### src/rtl/qrisc32_mem_arbiter.sv
// Arbiter sharing one single-port synchronous SRAM between fetch, data read and data write.
// Optional macro QRISC32_ARB_RR_EN selects round-robin arbitration with a read-after-write hazard mask.
//
// state | meaning
// IDLE  | no access in flight; pick a winner and register the SRAM request
// ISSUE | SRAM strobe high for this cycle; latency counter loaded
// WAIT  | waiting out the remaining SRAM latency
// DONE  | read data valid on sram_data_r; winner's wait_req released
module qrisc32_mem_arbiter #(
    parameter int AW      = 32,
    parameter int DW      = 32,
    parameter int LATENCY = 2
) (
    input  logic          clk,
    input  logic          areset_n,
    input  logic          i_rd,
    input  logic [AW-1:0] i_addr,
    output logic [DW-1:0] i_data_r,
    output logic          i_wait_req,
    input  logic          d_rd,
    input  logic [AW-1:0] d_raddr,
    output logic [DW-1:0] d_data_r,
    output logic          d_rwait_req,
    input  logic          d_wr,
    input  logic [AW-1:0] d_waddr,
    input  logic [DW-1:0] d_data_w,
    output logic          d_wwait_req,
    output logic [AW-1:0] sram_addr,
    output logic          sram_rd,
    output logic          sram_wr,
    output logic [DW-1:0] sram_data_w,
    input  logic [DW-1:0] sram_data_r,
    output logic [1:0]    grant
);

    typedef enum logic [1:0] {S_IDLE, S_ISSUE, S_WAIT, S_DONE} state_t;

    localparam logic [1:0] G_NONE  = 2'd0;
    localparam logic [1:0] G_FETCH = 2'd1;
    localparam logic [1:0] G_DRD   = 2'd2;
    localparam logic [1:0] G_DWR   = 2'd3;
    localparam logic [2:0] LAT_M1  = 3'(LATENCY - 1);

    state_t        state_q, state_d;
    logic [1:0]    grant_q, grant_d;
    logic [2:0]    cnt_q, cnt_d;
    logic [AW-1:0] addr_q, addr_d;
    logic          rd_q, rd_d;
    logic          wr_q, wr_d;
    logic [DW-1:0] wdata_q, wdata_d;
    logic [DW-1:0] i_data_q, i_data_d;
    logic [DW-1:0] d_data_q, d_data_d;
    logic [1:0]    winner;
    logic          done;

`ifdef QRISC32_ARB_RR_EN
    logic [1:0] ptr_q, ptr_d;
    logic       rd_ok;

    // A read that aliases a pending write must wait so it observes the new value.
    assign rd_ok = d_rd && !(d_wr && (d_raddr == d_waddr));

    always_comb begin
        winner = G_NONE;
        case (ptr_q)
            G_DRD: begin
                if (rd_ok)     winner = G_DRD;
                else if (d_wr) winner = G_DWR;
                else if (i_rd) winner = G_FETCH;
            end
            G_DWR: begin
                if (d_wr)       winner = G_DWR;
                else if (i_rd)  winner = G_FETCH;
                else if (rd_ok) winner = G_DRD;
            end
            default: begin
                if (i_rd)       winner = G_FETCH;
                else if (rd_ok) winner = G_DRD;
                else if (d_wr)  winner = G_DWR;
            end
        endcase
    end

    always_comb begin
        ptr_d = ptr_q;
        if (state_q == S_DONE) ptr_d = (grant_q == G_DWR) ? G_FETCH : grant_q + 2'd1;
    end

    always_ff @(posedge clk or negedge areset_n) begin
        if (!areset_n) ptr_q <= G_FETCH;
        else           ptr_q <= ptr_d;
    end
`else
    // Write first keeps read-after-write ordering for the same address.
    always_comb begin
        winner = G_NONE;
        if (d_wr)      winner = G_DWR;
        else if (d_rd) winner = G_DRD;
        else if (i_rd) winner = G_FETCH;
    end
`endif

    always_comb begin
        state_d  = state_q;
        grant_d  = grant_q;
        cnt_d    = cnt_q;
        addr_d   = addr_q;
        rd_d     = 1'b0;
        wr_d     = 1'b0;
        wdata_d  = wdata_q;
        i_data_d = i_data_q;
        d_data_d = d_data_q;
        case (state_q)
            S_IDLE: begin
                if (winner != G_NONE) begin
                    grant_d = winner;
                    rd_d    = (winner != G_DWR);
                    wr_d    = (winner == G_DWR);
                    case (winner)
                        G_DWR: begin
                            addr_d  = d_waddr;
                            wdata_d = d_data_w;
                        end
                        G_DRD:   addr_d = d_raddr;
                        default: addr_d = i_addr;
                    endcase
                    state_d = S_ISSUE;
                end
            end
            S_ISSUE: begin
                cnt_d   = LAT_M1;
                state_d = (LATENCY == 1) ? S_DONE : S_WAIT;
            end
            S_WAIT: begin
                cnt_d = cnt_q - 3'd1;
                if (cnt_q <= 3'd1) state_d = S_DONE;
            end
            default: begin
                if (grant_q == G_FETCH) i_data_d = sram_data_r;
                if (grant_q == G_DRD)   d_data_d = sram_data_r;
                grant_d = G_NONE;
                state_d = S_IDLE;
            end
        endcase
    end

    always_ff @(posedge clk or negedge areset_n) begin
        if (!areset_n) begin
            state_q  <= S_IDLE;
            grant_q  <= G_NONE;
            cnt_q    <= 3'd0;
            addr_q   <= '0;
            rd_q     <= 1'b0;
            wr_q     <= 1'b0;
            wdata_q  <= '0;
            i_data_q <= '0;
            d_data_q <= '0;
        end else begin
            state_q  <= state_d;
            grant_q  <= grant_d;
            cnt_q    <= cnt_d;
            addr_q   <= addr_d;
            rd_q     <= rd_d;
            wr_q     <= wr_d;
            wdata_q  <= wdata_d;
            i_data_q <= i_data_d;
            d_data_q <= d_data_d;
        end
    end

    // Read data is forwarded in the DONE cycle itself, then held in the register.
    assign done        = (state_q == S_DONE);
    assign i_data_r    = (done && grant_q == G_FETCH) ? sram_data_r : i_data_q;
    assign d_data_r    = (done && grant_q == G_DRD)   ? sram_data_r : d_data_q;
    assign i_wait_req  = i_rd && !(done && grant_q == G_FETCH);
    assign d_rwait_req = d_rd && !(done && grant_q == G_DRD);
    assign d_wwait_req = d_wr && !(done && grant_q == G_DWR);
    assign sram_addr   = addr_q;
    assign sram_rd     = rd_q;
    assign sram_wr     = wr_q;
    assign sram_data_w = wdata_q;
    assign grant       = grant_q;

endmodule
### config.mk
export PLATFORM = sky130hd
export DESIGN_NAME = qrisc32_mem_arbiter
export DESIGN_NICKNAME = d
export VERILOG_FILES = /design/src/rtl/qrisc32_mem_arbiter.sv
export SDC_FILE = /design/constraint.sdc
export NUM_CORES = 1
export LEC_CHECK = 0
export CAP_MARGIN = 20
export CORE_MARGIN = 10
export CORE_UTILIZATION = 45
export DETAILED_ROUTE_END_ITERATION = 8
export DONT_BUFFER_PORTS = 1
export PLACE_DENSITY = 0.63
export SETUP_SLACK_MARGIN = 0.1
export SLEW_MARGIN = 5
export SYNTH_ARGS = -nofsm -noshare
export SYNTH_HDL_FRONTEND = slang
export SYNTH_SLANG_ARGS = --single-unit
### constraint.sdc
create_clock -name clk -period 4.48 [get_ports clk]
set_clock_uncertainty 0.15 [all_clocks]
set_input_delay 0.672 -clock clk [delete_from_list [all_inputs] [get_ports clk]]
set_output_delay 0.672 -clock clk [all_outputs]
set_load 0.01 [all_outputs]
==> results summary <==
The flow ran to the end, and the final reports show no timing, DRC or antenna violations. The register-to-register setup slack came out at 2400 ps. The longest clock path from root to sink contains 2 buffers. The power per unit of standard cell area came out at 798 nW/um^2. The final-report hold violation count came to 0. In the post-synthesis netlist, the biggest area contributors are sky130_fd_sc_hd__dfrtp_1, sky130_fd_sc_hd__mux2_2, sky130_fd_sc_hd__mux2_4. The starting density of the core came out at 46.3%. The number of sinks handled by clock tree synthesis came out at 137. The leftover overflow at the end of global routing is 0. The net count of the finished layout is around 600.

The arrival time at the worst endpoint came out at roughly 2200 ps. The wire length per cell is around 25 um. The number of slew-limit violations in the final report came out at 0. The ratio of final minimum period to clock period came out at 67.4%. The number of DRC violations after detailed routing is 0. The leakage power total is 2.95 nW. The number of buffers added by the clock tree synthesis step came out at 17.

The overall die area came out at 18100 sq um. The critical path data required time came out at 3660 ps. Setup violations remaining at the end of the flow were counted as 0.

The maximum fanout encountered on the critical timing path came out at 33. The worst setup path is of the register to output pin kind. Fill cells in the final layout number 1103. The number of global-route vias before repair is between 3000 and 4000.

Detailed routing inserted a total of approximately 3500 vias. STA classifies the critical path endpoint as an output pin. TritonCTS built the clock tree. The latest clock arrival within the worst-skew pair came out at 400 ps.

The unique cell type count in the Yosys netlist is 32. The total track usage is between 10% and 20%. The number of gates resized after CTS was 0. The minimum clock period came out at 3020 ps.

The post-synthesis sequential element count is around 140. By instance count, the leading cell after synthesis is sky130_fd_sc_hd__dfrtp_1. Counting every net in the synthesized netlist gives a little over 600. Setup repair after global routing left no endpoint under its margin.

The path type of the worst min-delay path is input pin to async pin. The overall die height came out at 134 um. The most used flip-flop cell after synthesis is sky130_fd_sc_hd__dfrtp_1. The initial antenna violation count came to 0. The post-DP HPWL came out at 12.0 mm. The detailed-router iteration count before antenna repair came out at 4. The number of maximum-capacitance violations is 0. The remaining antenna violation count after routing came out at 0. The normalized max-slew margin is 32.9%. The cell type with the largest total area after synthesis is sky130_fd_sc_hd__dfrtp_1. The achievable clock frequency is around 330 MHz. The pin count of the biggest net entering global routing came out at 138.

The commonest cells after synthesis are sky130_fd_sc_hd__dfrtp_1, sky130_fd_sc_hd__mux2_2, sky130_fd_sc_hd__nand2_1, sky130_fd_sc_hd__o21ai_0, sky130_fd_sc_hd__a221oi_1. Port buffering added 0 buffers. IR analysis of the VDD net gives a maximum drop of 0.287 mV. At the pin with the least slew margin, the transition time is about 1000 ps. The first-iteration detailed-routing DRC count came out at 195. Of the cells placed in the final design, the portion with a size suffix greater than 1 is 30.7%. STA classifies the critical path startpoint as a register. The cell row count is 41. The number of warnings issued by yosys came out at 0.

The number of flops mapped to enable cells by yosys came out at 0. Clock tree synthesis selected as its root buffer the cell sky130_fd_sc_hd__clkbuf_16. For the final routed database, the setup TNS stands at 0 ps. The wire length after detailed routing came out at 15.6 mm. The level count of the clock H-tree came out at 4. In the synthesized netlist the async set-or-reset flop fraction comes to 100%. At the end of routability-driven placement, the weighted congestion stood at roughly 0.75. The width of the die is 134 um.

The number of ports placed on the die boundary came out at 300. The final antenna diode count is 0. The average size of a mapped cell is between 10 and 15 sq um. After synthesis, flip-flops and latches occupy 58.2% of the total area. The mean number of vias per cell is 5.70. The summed instance area of the synthesized netlist is between 5000 and 6000 sq um.

The overall power consumption is around 5.2 mW. The total core area is 12700 sq um. The share of the synthesized area in the top cell type is 58.2%.

The cell count after synthesis is 437. After clock tree synthesis, the clock-pin slew on the worst setup and hold paths is 50 ps. The wire length of the first global-routing pass is 23.7 mm.

The area growth from synthesis to layout is 11.3%.
flip-flops by register name, summed over array words and instances, names as in the netlist:
name,cells
cnt_q,3
sram_data_w,32
sram_rd,1
d_data_q,32
grant,2
sram_wr,1
state_q,2
sram_addr,32
i_data_q,32
area by class of cell:
cell class / count / area [sq um] / share of cell area (%)
Sequential cell: 137 / 3430 / 52.3
Clock buffer: 21 / 460 / 7.02
Timing Repair Buffer: 4 / 65.1 / 0.993
Tap cell: 172 / 215 / 3.28
Inverter: 10 / 42.5 / 0.649
Clock inverter: 11 / 123 / 1.87
Multi-Input combinational cell: 260 / 2220 / 33.9
where the power goes:
part           internal (mW)  switching, mW
logic                  0.701          0.864
clock network          0.847          0.495
registers               1.85          0.473
total                   3.40           1.83
path summary, 6_finish.rpt:
| check | startpoint | endpoint | cells after the start |
|---|---|---|---|
| min in group clk | d_data_w[19] | sram_data_w[19] | 1 |
| max reg2reg | state_q[0] | sram_addr[21] | 5 |
| min reg2reg | d_data_q[12] | d_data_q[12] | 1 |
| max in group asynchronous | areset_n | sram_data_w[26] | 1 |
| max | state_q[1] | d_data_r[22] | 3 |
| min | areset_n | d_data_q[5] | 1 |
worst max-delay path, stage by stage, from the launching register on:
cell and delay [ps]:
sky130_fd_sc_hd__dfrtp_1 370, sky130_fd_sc_hd__ha_1 330, sky130_fd_sc_hd__nand3b_4 550, sky130_fd_sc_hd__mux2_4 550
what timing repair did:
item                                   4_1_cts  5_1_grt
buffers inserted                             0        0
hold buffers                                 1        0
endpoints found under the hold margin      137        0
through the flow:
| stage | utilization [%] | instances | hold WS (ps) | cell area [sq um] | worst slack (ps) |
|---|---|---|---|---|---|
| 2_1_floorplan | - | 437 | 226 | 5890 | 2060 |
| 3_3_place_gp | 46.5 | 580 | 231 | 5910 | 886 |
| 3_5_place_dp | 46.6 | 581 | 232 | 5930 | 1470 |
| 4_1_cts | 51.4 | 614 | 127 | 6540 | 1410 |
| 5_1_grt | 51.5 | 615 | 141 | 6560 | 1280 |
| 6_report | 51.5 | 615 | 93.5 | 6560 | 1460 |
kinds of logic after synthesis:
| kind of cell | Yosys count | synth area share, % |
|---|---|---|
| flops | 137 | 58.2 |
| compound gates | 107 | 11.6 |
| mux | 99 | 20.7 |
| simple gates | 47 | 3.95 |
| buf+inv | 40 | 4.12 |
| fa+ha+maj | 7 | 1.49 |
placed cells by master (no fill, tap or decap):
cell type,instances
sky130_fd_sc_hd__and3_1,1
sky130_fd_sc_hd__or2_1,1
sky130_fd_sc_hd__mux2i_1,3
sky130_fd_sc_hd__o22ai_1,1
sky130_fd_sc_hd__nand2_1,36
sky130_fd_sc_hd__mux2_2,67
sky130_fd_sc_hd__clkinv_4,4
sky130_fd_sc_hd__buf_4,1
sky130_fd_sc_hd__a21o_1,1
sky130_fd_sc_hd__a21oi_1,1
sky130_fd_sc_hd__buf_16,1
sky130_fd_sc_hd__a31o_2,1
sky130_fd_sc_hd__bufinv_16,2
sky130_fd_sc_hd__o21bai_1,1
sky130_fd_sc_hd__mux2_4,29
sky130_fd_sc_hd__nand3b_4,2
sky130_fd_sc_hd__a31oi_1,1
sky130_fd_sc_hd__o21ai_0,36
sky130_fd_sc_hd__dfrtp_1,137
sky130_fd_sc_hd__a21boi_0,1
sky130_fd_sc_hd__a221oi_1,32
sky130_fd_sc_hd__clkbuf_8,2
sky130_fd_sc_hd__clkbuf_1,2
sky130_fd_sc_hd__clkinv_2,4
sky130_fd_sc_hd__or2b_1,1
sky130_fd_sc_hd__inv_6,1
sky130_fd_sc_hd__and2_1,3
sky130_fd_sc_hd__clkinvlp_4,1
sky130_fd_sc_hd__clkbuf_16,17
sky130_fd_sc_hd__a22o_1,3
sky130_fd_sc_hd__inv_1,9
sky130_fd_sc_hd__and2b_2,1
sky130_fd_sc_hd__ha_1,7
sky130_fd_sc_hd__nor2_1,1
sky130_fd_sc_hd__nand2_2,1
sky130_fd_sc_hd__buf_8,2
sky130_fd_sc_hd__o21ai_1,29
per-layer routing:
metal,GRT usage [%],share of wire (%),vias up
met3,10.1,14,15
met5,0,0,-
met1,16.8,33,1715
met2,28.9,51,210
li1,-,-,1566
met4,6.11,1.5,0
No activity file was read; power rests on OpenSTA's default activity.
